<file path="src/rtl/biriscv_wb_pkg.sv">
// Shared types and constants for the writeback merge stage.
package biriscv_wb_pkg;
  localparam int XLEN = 32;
  localparam logic [4:0] REG_ZERO = 5'd0;

  typedef struct packed {
    logic            live;
    logic [4:0]      rd;
    logic [XLEN-1:0] value;
  } wb_entry_t;

  function automatic logic [XLEN-1:0] rd_onehot(input logic [4:0] rd);
    return XLEN'(1) << rd;
  endfunction
endpackage

</file>
<file path="src/rtl/biriscv_wb_fifo.sv">
// Circular buffer for long-latency writebacks with parallel kill-by-rd
// and a pending-destination mask built from the live entries.
module biriscv_wb_fifo
  import biriscv_wb_pkg::*;
#(
  parameter int DEPTH = 4
) (
  input  logic                       clk_i,
  input  logic                       rst_n,
  input  logic                       push_i,
  input  wb_entry_t                  push_entry_i,
  input  logic                       pop_i,
  input  logic                       kill_i,
  input  logic [4:0]                 kill_rd_i,
  output wb_entry_t                  head_o,
  output logic [$clog2(DEPTH+1)-1:0] count_o,
  output logic [XLEN-1:0]            pending_o
);
  localparam int PTR_W = $clog2(DEPTH);
  localparam int CNT_W = $clog2(DEPTH+1);

  logic [PTR_W-1:0] wr_ptr_q;
  logic [PTR_W-1:0] rd_ptr_q;
  logic [CNT_W-1:0] count_q;
  wb_entry_t        entries [DEPTH];

  always_ff @(posedge clk_i or negedge rst_n) begin
    if (!rst_n) begin
      wr_ptr_q <= '0;
      rd_ptr_q <= '0;
      count_q  <= '0;
    end else begin
      if (push_i) wr_ptr_q <= wr_ptr_q + PTR_W'(1);
      if (pop_i)  rd_ptr_q <= rd_ptr_q + PTR_W'(1);
      count_q <= count_q + CNT_W'(push_i) - CNT_W'(pop_i);
    end
  end

  // Slots are individual registers so every entry can be killed in parallel;
  // a popped slot is marked dead so free slots never feed the pending mask.
  for (genvar gi = 0; gi < DEPTH; gi++) begin : g_slot
    wb_entry_t entry_q;

    always_ff @(posedge clk_i or negedge rst_n) begin
      if (!rst_n) begin
        entry_q <= '0;
      end else if (push_i && (wr_ptr_q == PTR_W'(gi))) begin
        entry_q <= push_entry_i;
      end else if (pop_i && (rd_ptr_q == PTR_W'(gi))) begin
        entry_q.live <= 1'b0;
      end else if (kill_i && entry_q.live && (entry_q.rd == kill_rd_i)) begin
        entry_q.live <= 1'b0;
      end
    end

    assign entries[gi] = entry_q;
  end

  always_comb begin
    pending_o = '0;
    for (int i = 0; i < DEPTH; i++) begin
      if (entries[i].live) pending_o = pending_o | rd_onehot(entries[i].rd);
    end
  end

  assign head_o  = entries[rd_ptr_q];
  assign count_o = count_q;
endmodule

</file>
<file path="src/rtl/biriscv_wb_arbiter.sv">
// Merges the in-order (wb0) and long-latency (wb1) writebacks onto the single
// register-file write port, with WAW squash and a starvation stall request.
module biriscv_wb_arbiter
  import biriscv_wb_pkg::*;
#(
  parameter int DEPTH        = 4,
  parameter int STARVE_LIMIT = 8
) (
  input  logic            clk_i,
  input  logic            rst_n,
  input  logic            wb0_valid_i,
  input  logic [4:0]      wb0_rd_i,
  input  logic [XLEN-1:0] wb0_value_i,
  input  logic            wb1_valid_i,
  input  logic [4:0]      wb1_rd_i,
  input  logic [XLEN-1:0] wb1_value_i,
  output logic            wb1_ready_o,
  output logic [4:0]      rd0_o,
  output logic [XLEN-1:0] rd0_value_o,
  output logic [XLEN-1:0] pending_o,
  output logic            stall_o
);
  localparam int CNT_W = $clog2(DEPTH+1);
  localparam int STV_W = $clog2(STARVE_LIMIT+1);

  wb_entry_t        head;
  wb_entry_t        push_entry;
  logic [CNT_W-1:0] count;
  logic             wb0_live, wb1_xfer, wb1_keep;
  logic             buf_empty, head_live;
  logic             sel_head, sel_bypass, pop, push;

  logic [4:0]       rd0_q, rd0_d;
  logic [XLEN-1:0]  rd0_value_q, rd0_value_d;
  logic [STV_W-1:0] starve_q, starve_d;
  logic             stall_q, stall_d;

  assign wb0_live    = wb0_valid_i && (wb0_rd_i != REG_ZERO);
  assign wb1_ready_o = (count < CNT_W'(DEPTH));
  assign wb1_xfer    = wb1_valid_i && wb1_ready_o;
  assign wb1_keep    = wb1_xfer && (wb1_rd_i != REG_ZERO);
  assign buf_empty   = (count == '0);
  assign head_live   = !buf_empty && head.live;

  assign sel_head   = !wb0_live && head_live;
  assign sel_bypass = !wb0_live && buf_empty && wb1_keep;
  assign pop        = !buf_empty && (!head.live || sel_head);
  assign push       = wb1_keep && !sel_bypass;

  // wb1 is the older write, so a same-cycle wb0 to the same rd buries it.
  assign push_entry.live  = !(wb0_live && (wb0_rd_i == wb1_rd_i));
  assign push_entry.rd    = wb1_rd_i;
  assign push_entry.value = wb1_value_i;

  biriscv_wb_fifo #(.DEPTH(DEPTH)) u_fifo (
    .clk_i        (clk_i),
    .rst_n        (rst_n),
    .push_i       (push),
    .push_entry_i (push_entry),
    .pop_i        (pop),
    .kill_i       (wb0_live),
    .kill_rd_i    (wb0_rd_i),
    .head_o       (head),
    .count_o      (count),
    .pending_o    (pending_o)
  );

  always_comb begin
    rd0_d       = REG_ZERO;
    rd0_value_d = '0;
    if (wb0_live) begin
      rd0_d       = wb0_rd_i;
      rd0_value_d = wb0_value_i;
    end else if (sel_head) begin
      rd0_d       = head.rd;
      rd0_value_d = head.value;
    end else if (sel_bypass) begin
      rd0_d       = wb1_rd_i;
      rd0_value_d = wb1_value_i;
    end
  end

  always_comb begin
    starve_d = '0;
    if (head_live && !pop) begin
      starve_d = (starve_q == STV_W'(STARVE_LIMIT)) ? starve_q : starve_q + STV_W'(1);
    end
  end

  assign stall_d = head_live && !pop && (starve_q == STV_W'(STARVE_LIMIT));

  always_ff @(posedge clk_i or negedge rst_n) begin
    if (!rst_n) begin
      rd0_q       <= REG_ZERO;
      rd0_value_q <= '0;
      starve_q    <= '0;
      stall_q     <= 1'b0;
    end else begin
      rd0_q       <= rd0_d;
      rd0_value_q <= rd0_value_d;
      starve_q    <= starve_d;
      stall_q     <= stall_d;
    end
  end

  assign rd0_o       = rd0_q;
  assign rd0_value_o = rd0_value_q;
  assign stall_o     = stall_q;
endmodule

</file>
<file path="config.mk">
export PLATFORM = sky130hd
export DESIGN_NAME = biriscv_wb_arbiter
export DESIGN_NICKNAME = d
export VERILOG_FILES = /design/src/rtl/biriscv_wb_pkg.sv /design/src/rtl/biriscv_wb_fifo.sv /design/src/rtl/biriscv_wb_arbiter.sv
export SDC_FILE = /design/constraint.sdc
export NUM_CORES = 1
export LEC_CHECK = 0
export ABC_AREA = 1
export ABC_CLOCK_PERIOD_IN_PS = 5400
export BUFFER_PORTS_ARGS = -buffer_cell sky130_fd_sc_hd__buf_2
export CAP_MARGIN = 20
export CORE_MARGIN = 2
export CORE_UTILIZATION = 55
export CTS_CLUSTER_SIZE = 25
export DETAILED_ROUTE_END_ITERATION = 8
export GPL_TIMING_DRIVEN = 1
export PLACE_DENSITY = 0.77
export SLEW_MARGIN = 20
export SYNTH_ARGS = -nofsm -noshare
export SYNTH_HDL_FRONTEND = slang
export SYNTH_HIERARCHICAL = 1
export SYNTH_SLANG_ARGS = --single-unit
</file>
<file path="constraint.sdc">
create_clock -name clk_i -period 5.4 [get_ports clk_i]
set_input_delay 1.08 -clock clk_i [delete_from_list [all_inputs] [get_ports clk_i]]
set_output_delay 1.08 -clock clk_i [all_outputs]
set_load 0.01 [all_outputs]
</file>
* After elaboration in Yosys (flattened, before gate mapping) *
Cells that the tools add are included.

cells by class
  bitwise gates (word level) = 4
  add/sub/neg operators = 5
  shift-type cells = 4
  reduce and logical (&&, ||, !) cells = 44
  muxes and demuxes = 27
  $lt $le $gt $ge = 2
  equal/unequal tests = 13

operators with widths
  operator                number
  $mux W32                7
  $shl A1 B5 Y32 const A  4
  $or A32 B32 Y32         3
  $bmux W38 S2            1
  $mux W38                2
  $logic_and A1 B1 Y1     28
  $eq A5 B5 Y1            5
  $mux W5                 3
  $mux W1                 12
  $reduce_bool A3 Y1      4
  $reduce_bool A5 Y1      2
  $eq A2 B2 Y1 const B    4
  $mux W4                 2
  $logic_not A1 Y1        6
  $add A2 B1 Y2 const B   2
  $add A4 B1 Y4 const B   1
  $eq A2 B1 Y1 const B    2
  $eq A4 B4 Y1 const B    1
  $logic_not A2 Y1        2
  $add A3 B1 Y3           1
  $ge A3 B3 Y1 const B    1
  $logic_not A3 Y1        1
  $lt A3 B3 Y1 const B    1
  $not A2 Y3              1
  3 further kinds         3

word-level totals
  logic and storage cells = 118
  output and inout port bits = 71
  bits in registers = 201
  bits of input ports = 78

* Depth between registers and ports, before layout *
  depth after elaboration = 11
  depth in mapped cells = 15
  mapped depth without buffers = 13

* By module *
Netlist, hierarchy kept.

by module, submodules not included
  module              cells an instance  times used  sequential area each (sq um)  area each (sq um)
  biriscv_wb_fifo     1182               1           3978.8                        8743.4
  biriscv_wb_arbiter  261                1           1051.0                        2222.1

* Worst setup path after synthesis *
Ideal clock, no wire load.

  kind = input-to-reg
  from = input port wb0_rd_i[2]
  to = register u_fifo.count_q[2], in the netlist u_fifo/count_o[2]
  data arrival time = 2.736 ns
  buffers on the path = 2
  library setup time = 0.123 ns
  slack = 2.542 ns
  data required time = 5.277 ns
  cell stages on the path = 13
  cells stage by stage = nor2_1 -> nand3b_1 -> nand2_2 -> buf_6 -> buf_4 -> o21bai_1 -> inv_1 -> ha_1 -> inv_1 -> ha_1 -> inv_1 -> fa_1 -> xnor2_1

on the way
  elaborated cells on any way between the ends = 12
  classes of those cells = add/sub: 2; reduce/logical: 10

RTL lines
  item                    RTL line                  source
  start: declaration      biriscv_wb_arbiter.sv:12  input logic [4:0] wb0_rd_i,
  $reduce_bool A5 Y1      biriscv_wb_arbiter.sv:38  assign wb0_live = wb0_valid_i && (wb0_rd_i != REG_ZERO);
  $logic_and A1 B1 Y1     biriscv_wb_arbiter.sv:38
  $logic_not A1 Y1        biriscv_wb_arbiter.sv:45  assign sel_head = !wb0_live && head_live;
  $logic_and A1 B1 Y1     biriscv_wb_arbiter.sv:45
  $logic_or A1 B1 Y1      biriscv_wb_arbiter.sv:47  assign pop = !buf_empty && (!head.live || sel_head);
  $logic_and A1 B1 Y1     biriscv_wb_arbiter.sv:47
  net pop                 biriscv_wb_arbiter.sv:31  logic sel_head, sel_bypass, pop, push;
  $sub A3 B1 Y3           biriscv_wb_fifo.sv:35     count_q <= count_q + CNT_W'(push_i) - CNT_W'(pop_i);
  end signal: assignment  biriscv_wb_fifo.sv:35
  end: declaration        biriscv_wb_fifo.sv:24     logic [CNT_W-1:0] count_q;

The timed path passes the listed nets, and every way through them passes these cells.
A chain may end at the register's enable or synchronous reset.

* Worst setup path in the final report *
  from = input port wb0_rd_i[1]
  to = register u_fifo.count_q[2], in the netlist u_fifo/count_o[2]

The elaborated chain is that of the path after synthesis.

==> flow_summary.ini <==
[placed_design]
numPlacedInstances = 1763
hpwl_um = 20600
place_ws_ps = 1350
numPortBuffers = 148
gp_congestion = 0.984
placed_area_sq_um = 11600

[global_route]
grt_pass1_vias = 10122
antenna_found_initial = 2
grt_pass1_wl_um = 52300
grt_max_degree = 120
grt-ovfl-total = 0
track_usage = 0.301

[job]
drv_cap = 0

[setup_path]
crit_path_end_kind = flip-flop
cp_slowest_cell = buf_4
cp.arrival_ps = 3990
worstPathCellList = buf_2, nor2_1, nand3b_1, nand2_2, buf_4, o21bai_1, inv_1, ha_1, inv_1, ha_1, inv_1, fa_1, xnor2_1
start_kind = input pin
worstPathMaxFanout = 50
max_stage_delay_ps = 580
path_class = in2reg
path_common_cell = inv_1
cp.required_ps = 5800

[die]
die-area_sq_um = 21100
die_width_um = 145
fp.dieH_um = 145
rows = 51
core_sq_um = 19500
num_io_pins = 149
start_util = 0.562

[clock_network]
cts_buffers = 21
hold_buffers = 0
cts-resized-gates = 0
worstSkewPairLatency_ps = 500
cts_num_sinks = 201
cts_tree = built
clk_pin_slew_ps = 60
h-tree-depth = 1
cts-root-buf = clkbuf_16
post_cts_buffers = 0
clockBufferDepth = 3

[timing]
setup_ws_ps = 1810
skew_ps = 7.92
slew_violations = 0
fmax_mhz = 279
setup_viol = 0
worst_slew_pin_slew_ps = 961
hold_ws_ps = 481
rsz0062_at_grt = no
hold_viol_final = 0
setup_tns_ps = 0
slew_headroom = 0.359
finalCritPeriodShare = 0.665
fin_crit_ps = 3590

[synthesis]
syn_inst = 1443
synth_seq_cells = 201
synth_area_sq_um = 11000
synth-seq-area-share = 0.459
synth_cell_types = 31
yosysWarnings = 6
yosysTopAreaCell = dfrtp_1
synth_top_area_share = 0.459
syn_avg_cell_area_sq_um = 7.60
synth.area.top_cells = dfrtp_1, nand2_1, nand3_1, nor2_1, o21ai_0
syn_nets = 1534

[power]
max-vdd-ir-drop_uv = 268
p_per_area_nw_per_um2 = 577
p_leak_nw = 6.09

[final_layout]
nFillCells = 1798
drive_above_1_share = 0.160
fin_area_sq_um = 12300
antennaDiodeCount = 0
multi_input_area_sq_um = 4980
area_delta_synth_final_pct = 12.2
finalNonFillerCells = 1801
seq_area_sq_um = 5030
final_nets = 1613

[drt]
routed_wl_um = 32100
vias_per_cell = 5.84
drtPass1Iterations = 7
drc = 0
drt_iter0_drc = 960
vias = 10516
detail-route-antenna-nets = 0
wl_per_cell_um = 17.8

[hold_path]
hold_class = reg2reg

[outcome]
status = completed
==> worst max-delay path, delay by kind of cell <==
family,cells,cell delay [ps]
xor+xnor,1,200
fa+ha+maj,3,830
simple gates,3,660
buf+inv,5,1120
compound gates,1,110
==> Yosys cell counts <==
| master | number |
|---|---|
| nor2_2 | 1 |
| nor3_2 | 7 |
| o21ai_1 | 109 |
| o21ai_0 | 111 |
| buf_4 | 22 |
| o21bai_1 | 1 |
| or2_0 | 1 |
| nand2_2 | 7 |
| a211oi_2 | 1 |
| dfrtp_1 | 201 |
| nand4_1 | 74 |
| inv_2 | 28 |
| buf_6 | 8 |
| xnor2_1 | 5 |
| ha_1 | 12 |
| fa_1 | 1 |
| buf_1 | 2 |
| a21oi_1 | 34 |
| nand3b_1 | 1 |
| nor2_1 | 150 |
| buf_2 | 52 |
| nand3_1 | 143 |
| nor3_1 | 16 |
| o22ai_1 | 32 |
| or2_1 | 1 |
| a211oi_1 | 2 |
| xor2_1 | 6 |
| nor2_4 | 2 |
| clkbuf_1 | 21 |
| nand2_1 | 320 |
| inv_1 | 72 |
==> cell type report <==
cell class | instances | area share
clock buffer | 28 | 0.0481
clock inverter | 9 | 0.0104
inverter | 100 | 0.0305
multi-input combinational | 1037 | 0.405
sequential | 201 | 0.409
tap | 265 | 0.0270
timing repair buffer | 161 | 0.0705
==> worst paths after layout <==
kind	slack [ps]	endpoint	depth (start not counted)	from
hold reg to reg	480	u_fifo/entries[82]	2	u_fifo/entries[82]
min in group asynchronous	730	u_fifo/entries[61]	1	rst_n
setup reg to reg	2010	u_fifo/count_o[2]	14	u_fifo/rd_ptr_q[1]
max in group asynchronous	3500	u_fifo/entries[120]	2	rst_n
setup / recovery	1810	u_fifo/count_o[2]	13	wb0_rd_i[1]
hold / removal	480	u_fifo/entries[82]	2	u_fifo/entries[82]
==> kinds of logic (layout without fill, tap and decap cells) <==
family          count (synthesis)  count (layout)  synth area share
simple gates                  723             723             0.291
buf+inv                       205             298            0.0891
flops                         201             201             0.459
fa+ha+maj                      13              13            0.0155
xor+xnor                       11              11           0.00879
compound gates                290             290             0.137
==> registers in the layout, summed over array words and instances, names as in the netlist <==
name	flops
u_fifo/wr_ptr_q	2
u_fifo/entries	152
u_fifo/rd_ptr_q	2
starve_q	4
rd0_o	5
rd0_value_o	32
stall_o	1
u_fifo/count_o	3
==> power breakdown <==
part	switching (W)	leakage (nW)	internal [W]
combinational	0.00190	3.19	0.000960
sequential	0.000608	2.54	0.00213
clock	0.000585	0.358	0.000914
total	0.00310	6.09	0.00400
==> layout by cell type, fill, tap and decap left out, types with 4 or more instances in the layout <==
master     Yosys  final
ha_1          12     12
dfrtp_1      201    200
nor3_1        16     16
xnor2_1        5      5
nand3_1      143    143
a21oi_1       34     34
buf_2         52    147
buf_4         22     12
inv_1         72     72
xor2_1         6      6
nand2_1      320    318
clkbuf_16      0     21
clkbuf_8       0      5
nor3_2         7      6
nand2_2        7      9
o21ai_1      109    109
clkinv_2       0      4
nor2_1       150    149
o22ai_1       32     32
inv_2         28     28
o21ai_0      111    111
nand4_1       74     74
==> metal layers <==
metal,up-vias,track usage,wire length (um)
met1,4887,0.415,13600
met4,2,0.126,1160
li1,4994,-,-
met2,531,0.478,14800
met3,102,0.0456,2570
met5,-,0,15
==> metrics by stage <==
| stage | utilization | power, W |
|---|---|---|
| 5_1_grt | 0.630 | 0.00758 |
| 6_report | 0.630 | 0.00710 |
| 4_1_cts | 0.629 | 0.00702 |
| 2_1_floorplan | - | 0.00470 |
| 3_3_place_gp | 0.592 | 0.00542 |
| 3_5_place_dp | 0.592 | 0.00550 |
Note: power is estimated with default switching activity, not from simulation.
